## config.mk

```make
export PLATFORM = sky130hd
export DESIGN_NAME = muldiv_unit
export DESIGN_NICKNAME = d
export VERILOG_FILES = /design/src/rtl/muldiv_pkg.sv /design/src/rtl/muldiv_step.sv /design/src/rtl/muldiv_unit.sv
export SDC_FILE = /design/constraint.sdc
export NUM_CORES = 1
export LEC_CHECK = 0
export CORE_AREA = 2 2 86 88
export CTS_CLUSTER_SIZE = 24
export DETAILED_ROUTE_END_ITERATION = 16
export DIE_AREA = 0 0 88 90
export PLACE_DENSITY = 0.91
export SLEW_MARGIN = 20
export SYNTH_ARGS = -nofsm -noshare
export SYNTH_HDL_FRONTEND = slang
export SYNTH_SLANG_ARGS = --single-unit
```

## constraint.sdc

```tcl
create_clock -name clk -period 2.98 [get_ports clk]
set_input_delay 0.596 -clock clk [delete_from_list [all_inputs] [get_ports clk]]
set_output_delay 0.596 -clock clk [all_outputs]
set_load 0.1 [all_outputs]
```

## src/rtl/muldiv_pkg.sv

```systemverilog
// Shared types and constants for the iterative 8-bit multiply/divide unit.
package muldiv_pkg;

    typedef enum logic [1:0] {
        IDLE  = 2'd0,
        CALC  = 2'd1,
        WR_LO = 2'd2,
        WR_HI = 2'd3
    } state_t;

    localparam logic       OP_MUL      = 1'b0;
    localparam logic       OP_DIV      = 1'b1;
    localparam int         CALC_CYCLES = 8;
    localparam logic [7:0] DIV0_QUO    = 8'hFF;

endpackage

```

## src/rtl/muldiv_step.sv

```systemverilog
// One iteration of the shared multiply/divide datapath, purely combinational.
// MUL: right-shifting shift-add; the low half of acc holds the remaining
//      multiplier bits, so acc_i[0] is the multiplier bit for this step.
// DIV: restoring division; the next dividend bit (MSB-first) is bit_i and
//      the 9-bit partial remainder is {rem_i, bit_i}.
module muldiv_step
    import muldiv_pkg::*;
#(
    parameter int W = 8
) (
    input  logic           op_i,
    input  logic [2*W-1:0] acc_i,
    input  logic [W-1:0]   rem_i,
    input  logic [W-1:0]   a_i,
    input  logic [W-1:0]   b_i,
    input  logic           bit_i,
    output logic [2*W-1:0] acc_o,
    output logic [W-1:0]   rem_o,
    output logic           qbit_o
);

    logic [W:0] sum;
    logic [W:0] part;
    logic       ge;

    // Single step: the op not selected passes its state through untouched.
    always_comb begin
        acc_o  = acc_i;
        rem_o  = rem_i;
        qbit_o = 1'b0;
        sum    = {1'b0, acc_i[2*W-1:W]} + (acc_i[0] ? {1'b0, a_i} : '0);
        part   = {rem_i, bit_i};
        ge     = (part >= {1'b0, b_i});
        if (op_i == OP_MUL) begin
            // carry lands in the top bit, the consumed multiplier bit drops out
            acc_o = {sum, acc_i[W-1:1]};
        end else if (ge) begin
            // restored remainder is always below the divisor, so W bits suffice;
            // a zero divisor always subtracts, giving all-ones quotient and rem = A
            rem_o  = W'(part - {1'b0, b_i});
            qbit_o = 1'b1;
        end else begin
            rem_o  = part[W-1:0];
        end
    end

endmodule

```

## src/rtl/muldiv_unit.sv

```systemverilog
// Iterative 8-bit unsigned multiply/divide unit. Captures operands on start,
// iterates for CALC_CYCLES cycles, then writes the low/quotient result to
// dst and the high/remainder result to dst+1 (wrapping) on two cycles.
module muldiv_unit
    import muldiv_pkg::*;
#(
    parameter int pw = 3,
    parameter int W  = 8
) (
    input  logic          clk,
    input  logic          reset,
    input  logic          start,
    input  logic          op,
    input  logic [W-1:0]  opA,
    input  logic [W-1:0]  opB,
    input  logic [pw-1:0] dst_addr,
    output logic          busy,
    output logic          done,
    output logic          wr_en,
    output logic [pw-1:0] wr_addr,
    output logic [W-1:0]  wr_dat
);

    localparam int CW = $clog2(CALC_CYCLES);
    localparam logic [CW-1:0] LAST = CW'(CALC_CYCLES - 1);

    state_t          state_q;
    logic [CW-1:0]   count_q;
    logic            op_q;
    logic [W-1:0]    a_q;
    logic [W-1:0]    b_q;
    logic [pw-1:0]   dst_q;
    logic [2*W-1:0]  acc_q;
    logic [W-1:0]    rem_q;
    logic [W-2:0]    quo_q;   // quotient bits so far; the last bit joins on the final step
    logic            busy_q;
    logic            done_q;
    logic            wr_en_q;
    logic [pw-1:0]   wr_addr_q;
    logic [W-1:0]    wr_dat_q;

    logic [2*W-1:0]  acc_d;
    logic [W-1:0]    rem_d;
    logic            qbit;
    logic [W-1:0]    quo_d;
    logic            dvd_bit;

    // Dividend bits are consumed MSB-first as the counter advances.
    assign dvd_bit = a_q[CW'(W - 1) - count_q];
    assign quo_d   = {quo_q, qbit};

    muldiv_step #(.W(W)) u_step (
        .op_i   (op_q),
        .acc_i  (acc_q),
        .rem_i  (rem_q),
        .a_i    (a_q),
        .b_i    (b_q),
        .bit_i  (dvd_bit),
        .acc_o  (acc_d),
        .rem_o  (rem_d),
        .qbit_o (qbit)
    );

    // Control FSM with registered outputs; reset abandons any pending write.
    always_ff @(posedge clk or posedge reset) begin
        if (reset) begin
            state_q   <= IDLE;
            count_q   <= '0;
            op_q      <= OP_MUL;
            a_q       <= '0;
            b_q       <= '0;
            dst_q     <= '0;
            acc_q     <= '0;
            rem_q     <= '0;
            quo_q     <= '0;
            busy_q    <= 1'b0;
            done_q    <= 1'b0;
            wr_en_q   <= 1'b0;
            wr_addr_q <= '0;
            wr_dat_q  <= '0;
        end else begin
            case (state_q)
                IDLE: begin
                    if (start) begin
                        state_q <= CALC;
                        count_q <= '0;
                        op_q    <= op;
                        a_q     <= opA;
                        b_q     <= opB;
                        dst_q   <= dst_addr;
                        // multiplier sits in the low half and shifts out LSB-first
                        acc_q   <= {{W{1'b0}}, opB};
                        rem_q   <= '0;
                        quo_q   <= '0;
                        busy_q  <= 1'b1;
                    end
                end
                CALC: begin
                    acc_q   <= acc_d;
                    rem_q   <= rem_d;
                    quo_q   <= quo_d[W-2:0];
                    count_q <= count_q + 1'b1;
                    if (count_q == LAST) begin
                        state_q   <= WR_LO;
                        count_q   <= '0;
                        wr_en_q   <= 1'b1;
                        wr_addr_q <= dst_q;
                        if (op_q == OP_MUL)
                            wr_dat_q <= acc_d[W-1:0];
                        else if (b_q == '0)
                            wr_dat_q <= DIV0_QUO;
                        else
                            wr_dat_q <= quo_d;
                    end
                end
                WR_LO: begin
                    state_q   <= WR_HI;
                    done_q    <= 1'b1;
                    wr_en_q   <= 1'b1;
                    wr_addr_q <= dst_q + pw'(1);
                    wr_dat_q  <= (op_q == OP_MUL) ? acc_q[2*W-1:W] : rem_q;
                end
                WR_HI: begin
                    state_q   <= IDLE;
                    busy_q    <= 1'b0;
                    done_q    <= 1'b0;
                    wr_en_q   <= 1'b0;
                    wr_addr_q <= '0;
                    wr_dat_q  <= '0;
                end
                default: begin
                    state_q   <= IDLE;
                    busy_q    <= 1'b0;
                    done_q    <= 1'b0;
                    wr_en_q   <= 1'b0;
                    wr_addr_q <= '0;
                    wr_dat_q  <= '0;
                end
            endcase
        end
    end

    assign busy    = busy_q;
    assign done    = done_q;
    assign wr_en   = wr_en_q;
    assign wr_addr = wr_addr_q;
    assign wr_dat  = wr_dat_q;

endmodule

```

; ---- Word-level counts from Yosys, hierarchy flattened
; Index checks and enable logic that the tools add are counted.
[classes]
n_addsub = 5
n_lt_le_gt_ge = 2
eq_ne = 8
muxes = 32
n_reduce_logical = 13
[ops]
columns = op, n
row1 = two-way mux 8 bit, 8
row2 = two-way mux 16 bit, 2
row3 = one-hot mux 16 bit (2 select lines), 1
row4 = one-hot mux 8 bit (3 select lines), 1
row5 = one-hot mux 8 bit (2 select lines), 1
row6 = one-hot mux 7 bit (2 select lines), 1
row7 = AND reduction 2 bit, 5
row8 = adder 8 x 9 -> 9 bit, 1
row9 = >= comparator 9 x 8 -> 1 bit, 1
row10 = two-way mux 3 bit, 3
row11 = one-hot mux 3 bit (3 select lines), 1
row12 = zero test 8 bit, 1
row13 = != test 2 bit (second input constant), 4
row14 = one-hot mux 2 bit (4 select lines), 1
row15 = subtractor 8 bit, 1
row16 = two-way mux 7 bit, 1
row17 = adder 3 x 1 -> 3 bit (second input constant), 2
row18 = one-hot mux 3 bit (2 select lines), 1
row19 = AND reduction 3 bit, 2
row20 = nonzero test 2 bit, 3
row21 = two-way mux 1 bit, 5
row22 = equality test 2 bit (second input constant), 2
row23 = less-than comparator 3 x 4 -> 1 bit (second input constant), 1
row24 = two-way mux 2 bit, 2
row25 = 8 further kinds, 9
[word_totals]
register_bits = 70
inputBits = 23
out_inout_bits = 14

; ---- Longest topological paths before layout
[depth]
ltp_word = 10
depth_mapped = 9
mapped_depth_nobuf = 9

; ---- By module
; From an unflattened synthesis, not the netlist that was laid out.
[hier_totals]
hier_cells = 404
area_unflattened_um2 = 4296.6
[modules_own_cells]
columns = module, instances, cells_per_inst, area_per_inst_um2, seq_area_each_um2
row1 = muldiv_unit, 1, 261, 3260.6, 1751.7
row2 = muldiv_step, 1, 143, 1036.0, 0.0

; ---- Least setup slack after synthesis
; OpenSTA, ideal clock, no wires.
[synth_path]
kind = flip-flop to flip-flop
start = register count_q[0]
end = register rem_q[2]
arrival_time_ps = 2251
required_time_ps = 2859
setup_slack_ps = 608
stages_incl_launch_ff = 10
path_buffers = 1
path_cell_list = dfrtp_1 -> mux4_1 -> mux2i_2 -> ha_1 -> nor2b_1 -> o21ai_1 -> a21oi_2 -> buf_4 -> mux2i_1 -> o21ai_1
[synth_via]
elab_chain_cells = 7
word_cells_on_any_way = 8
[synth_lines]
columns = item, line_no
row1 = "start, declared", muldiv_unit.sv:28  ; logic [CW-1:0] count_q;
row2 = "start signal, assigned", muldiv_unit.sv:102  ; count_q <= count_q + 1'b1;
row3 = subtractor 3 bit (*), muldiv_unit.sv:49  ; assign dvd_bit = a_q[CW'(W - 1) - count_q];
row4 = binary-select mux 1 bit (select 3 bit) (*), muldiv_unit.sv:49
row5 = two-way mux 1 bit (implied by the code) (*), muldiv_unit.sv:49
row6 = subtractor 8 bit / >= comparator 9 x 8 -> 1 bit (equally long branches), "muldiv_step.sv:40, muldiv_step.sv:33"
row7 = two-way mux 8 bit (*), muldiv_step.sv:37  ; end else if (ge) begin
row8 = two-way mux 8 bit (*), muldiv_step.sv:34  ; if (op_i == OP_MUL) begin
row9 = one-hot mux 8 bit (2 select lines) (*), muldiv_unit.sv:82  ; case (state_q)
row10 = "end signal, assigned", muldiv_unit.sv:100  ; rem_q <= rem_d;
row11 = "end, declared", muldiv_unit.sv:34  ; logic [W-1:0] rem_q;
; Every way passes the cells marked *; elsewhere a longest branch is shown, timed or not. The select of a mux whose other input is x is not followed.
; A chain may end at the register's enable or synchronous reset.

; ---- Worst setup path after layout
[layout_path]
start = register count_q[0]
end = register rem_q[7]
; The elaborated chain is that of the path after synthesis.

==> impl_metrics.env <==
export IMPL_drv_slew=0
export IMPL_hpwl_um=6828
export IMPL_cts_hold_buf=0
export IMPL_initial_core_util=0.5659
export IMPL_path_max_fanout=5
export IMPL_route_detailed_drc=0
export IMPL_cp_top_family="multiplexers"
export IMPL_arrival_ps=2940
export IMPL_ys_types=58
export IMPL_syn_nets=435
export IMPL_cts_root_buffer="clkbuf_8"
export IMPL_numCtsBuffers=9
export IMPL_rows=31
export IMPL_clock_latency_ps=360
export IMPL_maxCapViolations=0
export IMPL_post_cts_buffers=0
export IMPL_slowest_stage="mux4_1"
export IMPL_detail_route_first_pass_iterations=5
export IMPL_finClkSkew_ps=6.175
export IMPL_fin_nets=478
export IMPL_cts_resized=0
export IMPL_finalWirelength_um=9889
export IMPL_dr_total_vias=3293
export IMPL_cp_start_kind="flip-flop"
export IMPL_period_share=0.8997
export IMPL_grt_overflow_total=0
export IMPL_async_flop_share=1.000
export IMPL_htree_levels=3
export IMPL_grt_pass1_vias=3243
export IMPL_portBuffers=36
export IMPL_post_route_cells_drive_above_1_share=0.1793
export IMPL_dieHeight_um=90
export IMPL_syn_to_final_growth_pct=16.66
export IMPL_final_setup_tns_ps=0
export IMPL_slew_headroom=0.5148
export IMPL_grt_setup_unrepaired="no"
export IMPL_io_pin_count=37
export IMPL_critPathKind="reg2reg"
export IMPL_worst_path_buf_inv=0
export IMPL_worst_pin_slew_ps=725.1
export IMPL_worst_hold_path_num_cells=2
export IMPL_cts_num_sinks=70
export IMPL_yosys_warnings=0
export IMPL_gp_congestion=0.8449
export IMPL_synthCells=387
export IMPL_antenna_found_initial=0
export IMPL_core_um2=7020
export IMPL_crit_chain="mux4_1 > mux2i_2 > ha_1 > nor2b_1 > o31ai_1 > a31oi_1 > xnor2_1 > o31ai_1"
export IMPL_dr_first_iter_drc_count=331
export IMPL_vias_per_cell=6.167
export IMPL_tritoncts="yes"
export IMPL_crit_top_cell="o31ai_1"
export IMPL_cp_depth=8
export IMPL_n_antenna_cell=0
export IMPL_cpPeakStageDelay_ps=600
export IMPL_grt_max_degree=71
export IMPL_status="completed"
export IMPL_synth_area_per_cell_um2=10.27
export IMPL_seq_area_frac_synth=0.4409
export IMPL_path_clk_slew_ps=80
export IMPL_ys_flop_type="dfrtp_1"
export IMPL_final_hold_violation_count=0
export IMPL_cts_buffer_depth=2
export IMPL_fmax_mhz=373.0
export IMPL_drtAntennaViolNets=0
export IMPL_setup_viol_count_final=0
export IMPL_rr_worst_depth=8
export IMPL_synth_edf_count=0
export IMPL_num_fill_cells=525
export IMPL_grt_pass1_wl_um=16080
export IMPL_crit_required_ps=3240
export IMPL_critPathCaptureType="flip-flop"
export IMPL_die_width_um=88
export IMPL_die_area_um2=7920
export IMPL_grtUsageTotal=0.2651
export IMPL_fin_hold_ws_ps=528.4
export IMPL_hold_class="reg2reg"
export IMPL_detail_route_wl_per_cell_um=18.52
export IMPL_ys_ff_latch=70
export IMPL_final_min_clock_period_ps=2681
export IMPL_synth_area_um2=3973
worst reg2reg max path, delay by kind of cell (launching register included):
family	cells	cell delay (ps)
AOI/OAI and AO/OA	3	790
and+or+nand+nor	1	80
DFF	1	470
xor gates and xnor gates	1	160
muxes	2	830
adders and majority gates	1	260
state kept, by name (all words and copies together) (netlist names), 7 cells and up:
signal and flops:
acc_q 16, a_q 8, b_q 8, rem_q 8
wr_dat 8, quo_q 7
Yosys cell counts (2+ instances only):
cell type	n	area, um^2
o31ai_1	4	30.03
dfrtp_1	70	1752
buf_2	5	25.02
clkbuf_1	8	30.03
o21ai_0	12	60.06
a21oi_2	3	26.28
xor2_1	2	17.52
o21ai_1	6	30.03
a22o_1	11	96.34
nand2b_1	5	31.28
inv_1	18	67.56
a21oi_1	23	115.1
and3_1	2	12.51
o221ai_1	7	61.31
xnor2_1	2	17.52
mux2_2	27	304.0
and2_1	7	43.79
ha_1	23	287.8
nor2_1	32	120.1
fa_1	2	40.04
a211oi_1	2	15.01
mux2i_1	7	70.07
o21a_1	5	37.54
nor3_1	4	20.02
nand2_1	34	127.6
nor4_1	3	18.77
nor3b_1	2	15.01
o22ai_1	8	50.05
a32oi_1	4	35.03
nor2b_1	10	62.56
a31oi_1	11	68.82
o211ai_1	2	15.01
per-stage QoR:
stage | worst slack, ps | area [um^2] | utilization | std cells
global route | 168.3 | 4634 | 0.6601 | 534
floorplan | 607.5 | 3973 | - | 387
global placement | 520.6 | 4443 | 0.6329 | 518
finish | 299.0 | 4634 | 0.6601 | 534
detailed placement | 433.7 | 4443 | 0.6329 | 518
CTS | 371.5 | 4634 | 0.6601 | 534
cells by family (layout without fill, tap and decap cells):
group           Yosys count  after routing  share of synthesized area
compound gates          109            109                     0.1874
buf+inv                  33             81                    0.03559
xor+xnor                  4              4                   0.008821
fa+ha+maj                25             25                    0.08252
mux                      37             37                     0.1099
flops                    70             70                     0.4409
simple gates            109            109                     0.1348
final cells by class:
cell class                      instances  area [um^2]  area share
Multi-Input combinational cell        284         2079      0.4487
Sequential cell                        70         1752      0.3780
Timing Repair Buffer                   47        420.4     0.09071
Clock buffer                           11        131.4     0.02835
Tap cell                               99        123.9     0.02673
Inverter                               18        67.56     0.01458
Clock inverter                          5        60.06     0.01296
worst paths after layout:
check	from	slack, ps	to
max in group asynchronous	reset	2060	wr_addr[0]
setup / recovery	count_q[0]	300	rem_q[7]
min in group asynchronous	reset	640	state_q[0]
setup reg to reg	count_q[0]	300	rem_q[7]
hold / removal	busy	530	busy
hold reg to reg	busy	530	busy
routing by layer:
layer  vias up  track usage  wire length [um]
met1      1602       0.3478              4105
met4         0       0.1218               332
met3        31      0.04775               599
met5         -            0                 0
li1       1501            -                 -
met2       159       0.4236              4852
layout by cell type, fill, tap and decap left out, types with 5 or more instances in the layout:
cell type | synthesis | routed
a21oi_1 | 23 | 23
a22o_1 | 11 | 11
a31oi_1 | 11 | 11
and2_1 | 7 | 7
buf_4 | 1 | 24
clkbuf_8 | 0 | 9
clkdlybuf4s50_1 | 0 | 22
dfrtp_1 | 70 | 70
ha_1 | 23 | 23
inv_1 | 18 | 17
mux2_2 | 27 | 27
mux2i_1 | 7 | 7
nand2_1 | 34 | 34
nand2b_1 | 5 | 5
nor2_1 | 32 | 32
nor2b_1 | 10 | 10
o21a_1 | 5 | 5
o21ai_0 | 12 | 12
o21ai_1 | 6 | 6
o221ai_1 | 7 | 7
o22ai_1 | 8 | 8
Power is left out: the tool's default activity adds up to more than one toggle a clock period on the data nets, which glitch-free logic cannot reach.
